`src/rtl/pe_set_load_ctrl_pkg.sv`:
```
// Shared types and constants for the PE-set ifmap load sequencer.
package pe_ctrl_pkg;

  typedef enum logic [1:0] {
    IDLE = 2'd0,
    LOAD = 2'd1,
    DONE = 2'd2
  } state_t;

  localparam int DEF_P        = 3;
  localparam int DEF_Q        = 3;
  localparam int DEF_NUM_SETS = 4;

  // A zero or out-of-range request means "load every set".
  function automatic int clamp_limit(input int cfg, input int num_sets);
    if (cfg == 0 || cfg > num_sets) begin
      return num_sets;
    end else begin
      return cfg;
    end
  endfunction

endpackage

```
`src/rtl/pe_set_load_ctrl_if.sv`:
```
// Control, source handshake and PE write-strobe bundle of the load sequencer.
interface pe_set_load_ctrl_if
  import pe_ctrl_pkg::*;
#(
  parameter int NUM_SETS = DEF_NUM_SETS,
  parameter int P        = DEF_P,
  parameter int Q        = DEF_Q,
  parameter int SET_W    = (NUM_SETS > 1) ? $clog2(NUM_SETS) : 1,
  parameter int ELEM_W   = (P * Q > 1) ? $clog2(P * Q) : 1
);
  logic                start;
  logic                abort;
  logic [SET_W:0]      num_sets_cfg;
  logic                src_valid;
  logic                src_ready;
  logic [SET_W-1:0]    pe_set_sel;
  logic [ELEM_W-1:0]   elem_idx;
  logic [NUM_SETS-1:0] pe_wr_en;
  logic                busy;
  logic                done;

  modport master (
    output start, abort, num_sets_cfg, src_valid,
    input  src_ready, pe_set_sel, elem_idx, pe_wr_en, busy, done
  );

  modport slave (
    input  start, abort, num_sets_cfg, src_valid,
    output src_ready, pe_set_sel, elem_idx, pe_wr_en, busy, done
  );
endinterface

```
`src/rtl/pe_set_load_ctrl_elem_counter.sv`:
```
// Modulo-(P*Q) element counter; wrap marks the last word of a set being written.
module pe_elem_counter #(
  parameter int P      = 3,
  parameter int Q      = 3,
  parameter int ELEM_W = (P * Q > 1) ? $clog2(P * Q) : 1
) (
  input  logic              clk,
  input  logic              rstn,
  input  logic              en,
  input  logic              clr,
  output logic [ELEM_W-1:0] count,
  output logic              wrap
);
  localparam int LAST = P * Q - 1;

  assign wrap = en && (count == ELEM_W'(LAST));

  // Element position register
  always_ff @(posedge clk or negedge rstn) begin
    if (!rstn) begin
      count <= '0;
    end else if (clr || wrap) begin
      count <= '0;
    end else if (en) begin
      count <= count + 1'b1;
    end
  end
endmodule

```
`src/rtl/pe_set_load_ctrl.sv`:
```
// Steers P*Q accepted ifmap words into each PE set in turn, then pulses done.
module pe_set_load_ctrl
  import pe_ctrl_pkg::*;
#(
  parameter int NUM_SETS = DEF_NUM_SETS,
  parameter int P        = DEF_P,
  parameter int Q        = DEF_Q,
  parameter int SET_W    = (NUM_SETS > 1) ? $clog2(NUM_SETS) : 1,
  parameter int ELEM_W   = (P * Q > 1) ? $clog2(P * Q) : 1
) (
  input  logic               clk,
  input  logic               rstn,
  pe_set_load_ctrl_if.slave  bus
);
  state_t           state;
  logic [SET_W-1:0] set_sel;
  logic [SET_W:0]   limit;
  logic             beat;
  logic             elem_wrap;
  logic             elem_clr;
  logic             last_set;

  // abort blocks the handshake so a coincident word is never written.
  assign bus.src_ready  = (state == LOAD) && !bus.abort;
  assign beat           = bus.src_valid && bus.src_ready;
  assign elem_clr       = bus.abort || (state != LOAD);
  assign last_set       = ({1'b0, set_sel} == (limit - 1'b1));

  assign bus.pe_set_sel = set_sel;
  assign bus.pe_wr_en   = beat ? (NUM_SETS'(1'b1) << set_sel) : '0;
  assign bus.busy       = (state != IDLE);
  assign bus.done       = (state == DONE);

  pe_elem_counter #(
    .P      (P),
    .Q      (Q),
    .ELEM_W (ELEM_W)
  ) u_elem_counter (
    .clk   (clk),
    .rstn  (rstn),
    .en    (beat),
    .clr   (elem_clr),
    .count (bus.elem_idx),
    .wrap  (elem_wrap)
  );

  // Pass FSM with set counter and latched set limit
  always_ff @(posedge clk or negedge rstn) begin
    if (!rstn) begin
      state   <= IDLE;
      set_sel <= '0;
      limit   <= (SET_W+1)'(NUM_SETS);
    end else begin
      case (state)
        IDLE: begin
          set_sel <= '0;
          if (bus.start && !bus.abort) begin
            limit <= (SET_W+1)'(clamp_limit(int'(bus.num_sets_cfg), NUM_SETS));
            state <= LOAD;
          end
        end
        LOAD: begin
          if (bus.abort) begin
            set_sel <= '0;
            state   <= IDLE;
          end else if (elem_wrap) begin
            if (last_set) begin
              set_sel <= '0;
              state   <= DONE;
            end else begin
              set_sel <= set_sel + 1'b1;
            end
          end
        end
        DONE: begin
          set_sel <= '0;
          state   <= IDLE;
        end
        default: begin
          set_sel <= '0;
          state   <= IDLE;
        end
      endcase
    end
  end
endmodule

```
`src/flat_wrapper.sv`:
```
// flat-port wrapper written by rule: the top's interface ports become plain ports
module pe_set_load_ctrl_flat import pe_ctrl_pkg::*;
#(
  parameter int NUM_SETS = DEF_NUM_SETS,
  parameter int P        = DEF_P,
  parameter int Q        = DEF_Q,
  parameter int SET_W    = (NUM_SETS > 1) ? $clog2(NUM_SETS) : 1,
  parameter int ELEM_W   = (P * Q > 1) ? $clog2(P * Q) : 1
)
  (clk, rstn, bus_start, bus_abort, bus_num_sets_cfg, bus_src_valid, bus_src_ready, bus_pe_set_sel, bus_elem_idx, bus_pe_wr_en, bus_busy, bus_done);
  pe_set_load_ctrl_if #(.NUM_SETS(NUM_SETS), .P(P), .Q(Q), .SET_W(SET_W), .ELEM_W(ELEM_W)) bus_i ();
  input  logic clk;
  input  logic rstn;
  input wire logic [$bits(bus_i.start)-1:0] bus_start;
  input wire logic [$bits(bus_i.abort)-1:0] bus_abort;
  input wire logic [$bits(bus_i.num_sets_cfg)-1:0] bus_num_sets_cfg;
  input wire logic [$bits(bus_i.src_valid)-1:0] bus_src_valid;
  output wire logic [$bits(bus_i.src_ready)-1:0] bus_src_ready;
  output wire logic [$bits(bus_i.pe_set_sel)-1:0] bus_pe_set_sel;
  output wire logic [$bits(bus_i.elem_idx)-1:0] bus_elem_idx;
  output wire logic [$bits(bus_i.pe_wr_en)-1:0] bus_pe_wr_en;
  output wire logic [$bits(bus_i.busy)-1:0] bus_busy;
  output wire logic [$bits(bus_i.done)-1:0] bus_done;
  assign bus_i.start = bus_start;
  assign bus_i.abort = bus_abort;
  assign bus_i.num_sets_cfg = bus_num_sets_cfg;
  assign bus_i.src_valid = bus_src_valid;
  assign bus_src_ready = bus_i.src_ready;
  assign bus_pe_set_sel = bus_i.pe_set_sel;
  assign bus_elem_idx = bus_i.elem_idx;
  assign bus_pe_wr_en = bus_i.pe_wr_en;
  assign bus_busy = bus_i.busy;
  assign bus_done = bus_i.done;
  pe_set_load_ctrl #(.NUM_SETS(NUM_SETS), .P(P), .Q(Q), .SET_W(SET_W), .ELEM_W(ELEM_W)) u_core (.clk(clk), .rstn(rstn), .bus(bus_i));
endmodule
```
`config.mk`:
```
export PLATFORM = sky130hd
export DESIGN_NAME = pe_set_load_ctrl_flat
export DESIGN_NICKNAME = d
export VERILOG_FILES = /design/src/rtl/pe_set_load_ctrl_pkg.sv /design/src/rtl/pe_set_load_ctrl_if.sv /design/src/rtl/pe_set_load_ctrl_elem_counter.sv /design/src/rtl/pe_set_load_ctrl.sv /design/src/flat_wrapper.sv
export SDC_FILE = /design/constraint.sdc
export NUM_CORES = 1
export LEC_CHECK = 0
export CORE_UTILIZATION = 29
export CTS_CLUSTER_SIZE = 28
export DETAILED_ROUTE_END_ITERATION = 8
export PLACE_DENSITY = 0.49
export SETUP_SLACK_MARGIN = 0.3
export SLEW_MARGIN = 15
export SYNTH_ARGS = -nofsm -noshare
export SYNTH_HDL_FRONTEND = slang
export SYNTH_SLANG_ARGS = --single-unit
```
`constraint.sdc`:
```
create_clock -name clk -period 4.1 [get_ports clk]
set_input_delay 0.41 -clock clk [delete_from_list [all_inputs] [get_ports clk]]
set_output_delay 0.41 -clock clk [all_outputs]
set_load 0.01 [all_outputs]
```
==> qor.yml <==
outcome: "complete, no violations"
io_buffers: 20
worst-setup-path-type: "primary input to output pin"
seqPwrFrac: 0.498
fp.dieH_um: 52.5
ant_nets: 0
layout_common_cells: "20 x clkdlybuf4s50_1, 10 x dfrtp_1, 8 x ha_1"
sw_frac_of_total: 0.254
ys_types: 31
setup_violations: 0
rsz0062_at_grt: "false"
wl_per_cell_um: 10.9
power_uw: 246
power.leakage_uw: 0.000443
htreeDepth: 1
antenna_found_initial: 0
ys_seq_elements: 11
post-route-period-util: 0.617
cts_setup_buffers: 0
multi_input_area_um2: 399
gp_congestion: 0.683
ioPinCount: 21
num_vias: 559
synth_nets: 90
yosysSeqAreaShare: 0.375
switching_power_uw: 62.5
synth_largest_area_cell: "dfrtp_1"
tightest_slew_ns: 0.475
syn_avg_cell_area_um2: 9.98
synth_top_area_frac: 0.339
start_util: 0.321
p_comb_frac: 0.216
synth_cells: 74
hold_viol: 0
crit_path_max_incr_delay_ns: 0.53
n_antenna_cell: 0
dieArea_mm2: 0.00275
fmax_ghz: 0.395
grt_overflow: 0
max_cap_viol_count: 0
cp_data_required_time_ns: 3.69
clkPwrFrac: 0.287
critPathMaxFanout: 7
finalMaxSlewViolations: 0
grt_max_degree: 12
arrival_ns: 2.12
cts_made_buffers: 3
end_kind: "output pin"
avgViaCountPerCell: 4.54
drcViolationCount: 0
routed_wirelength_um: 1340
clock_latency_ns: 0.26
grt_pass1_vias: 542
clk_pin_slew_ns: 0.06
intPower_uw: 184
coreArea_mm2: 0.00230
hold_path_class: "primary input to async pin"
cts_root_buf: "clkbuf_4"
synth_area_leaders: "dfrtp_1 34%, ha_1 14%, dfstp_2 3.6%"
clock-sinks: 11
cts_tree: "yes"
cts_hold_buf: 0
firstDrtPassIters: 4
drive_gt1_frac: 0.116
cts_resized: 0
setup.worst_path.start: "bus_abort"
cp_common_cell: "clkdlybuf4s50_1"
max-slew-margin-rel: 0.683
seq_area_um2: 277
finalSetupTns_ns: 0
track_usage: 0.120
startpoint_type: "primary input"
cp_slowest_cell: "clkdlybuf4s50_1"
final_common_cell: "clkdlybuf4s50_1"
r2r_start: "u_core.u_elem_counter.count[0]"
crit_chain: "clkdlybuf4s50_1, or3b_1, clkinv_4, and3_1, clkdlybuf4s50_1"
die_width_um: 52.5
cellPowerDensity_mw_per_mm2: 253
synth_warnings: 0
grt_pass1_wl_um: 2330
nFillCells: 236
dp_hpwl_um: 1080
final_nets: 112
netlist_area_um2: 738
area_delta_synth_final_pct: 31.7
skew_ns: 0.000411
drt_iter0_drc: 6
post-route-min-period_ns: 2.53
num_rows: 17
cts.path.max_buffers: 2
ir_drop_mv: 0.126
[synthesized netlist by cell type]
library cell  instances
o21ai_0               2
or4b_4                1
nand3_1               1
and2b_1               1
nor2_1                4
clkinv_4              1
nand2b_1              2
a22o_1                1
ha_1                  8
xor2_1                3
inv_1                 7
nand2_1               6
a32o_1                1
buf_6                 2
dfstp_2               1
and3_1                4
dfrtp_1              10
buf_2                 1
a21oi_1               1
a21boi_0              1
xnor2_1               2
or3b_1                1
nand2b_4              1
or2_2                 2
o21ai_1               3
nand4b_1              1
a2bb2oi_2             1
and4b_1               1
nor3_1                2
and2_4                1
mux2i_1               1
[sequential cells by signal, indices dropped and copies added (netlist names)]
signal                       count
u_core.bus.pe_set_sel            2
u_core.limit                     3
u_core.state                     2
u_core.u_elem_counter.count      4
[area by class of cell]
class / instances / share of cell area
Multi-Input combinational cell: 52 / 0.411
Sequential cell: 11 / 0.284
Timing Repair Buffer: 20 / 0.206
Inverter: 8 / 0.0360
Tap cell: 28 / 0.0360
Clock buffer: 4 / 0.0270
[layer usage]
metal	track usage	part of all wire	vias to the layer above
met2	0.181	0.43	15
met5	0	0	-
met4	0.0921	0.013	0
met3	0.0203	0.045	2
li1	-	-	292
met1	0.150	0.51	250
[final timing paths]
kind	end	slack, ns	cells past startpoint
worst max-delay path	bus_pe_wr_en[2]	1.57	5
worst min-delay path	u_core.u_elem_counter.count[1]	0.47	1
worst max register to register	u_core.bus.pe_set_sel[0]	2.58	5
worst min register to register	u_core.limit[2]	0.48	2
max in group asynchronous	u_core.limit[2]	3.28	1
min in group clk	u_core.limit[2]	0.48	2
[cell families after synthesis]
family,Yosys count,synth area share
XOR/XNOR,5,0.0593
adder cells (fa/ha/maj),8,0.136
AND/OR/NAND/NOR,28,0.236
buffers and inverters,11,0.0847
flip-flops,11,0.375
AO/OA/AOI/OAI,10,0.0966
multiplexers,1,0.0136
[power by group through the flow]
stage	Clock, uW	Combinational (uW)	Sequential [uW]
detailed placement	0	54.5	125
finish	70.6	53.1	123
floorplan	0	37.8	124
global route	80.5	61.1	123
global placement	0	53.6	125
CTS	76.0	54.7	123
[critical path: cells and delay by family]
| family | cells | cell delay, ns |
|---|---|---|
| and+or+nand+nor | 2 | 0.65 |
| buffers and inverters | 3 | 1.05 |
[per-stage QoR]
stage	setup WS (ns)	utilization	instances	hold WS, ns	area (um^2)
final	1.57	0.423	123	0.470	972
after global routing	1.50	0.423	123	0.501	972
after CTS	1.55	0.423	123	0.481	972
after detailed placement	1.55	0.412	119	0.467	946
after global placement	1.58	0.412	119	0.468	946
after floorplan	2.53	-	74	0.114	738
(Power assumes the default switching activity.)
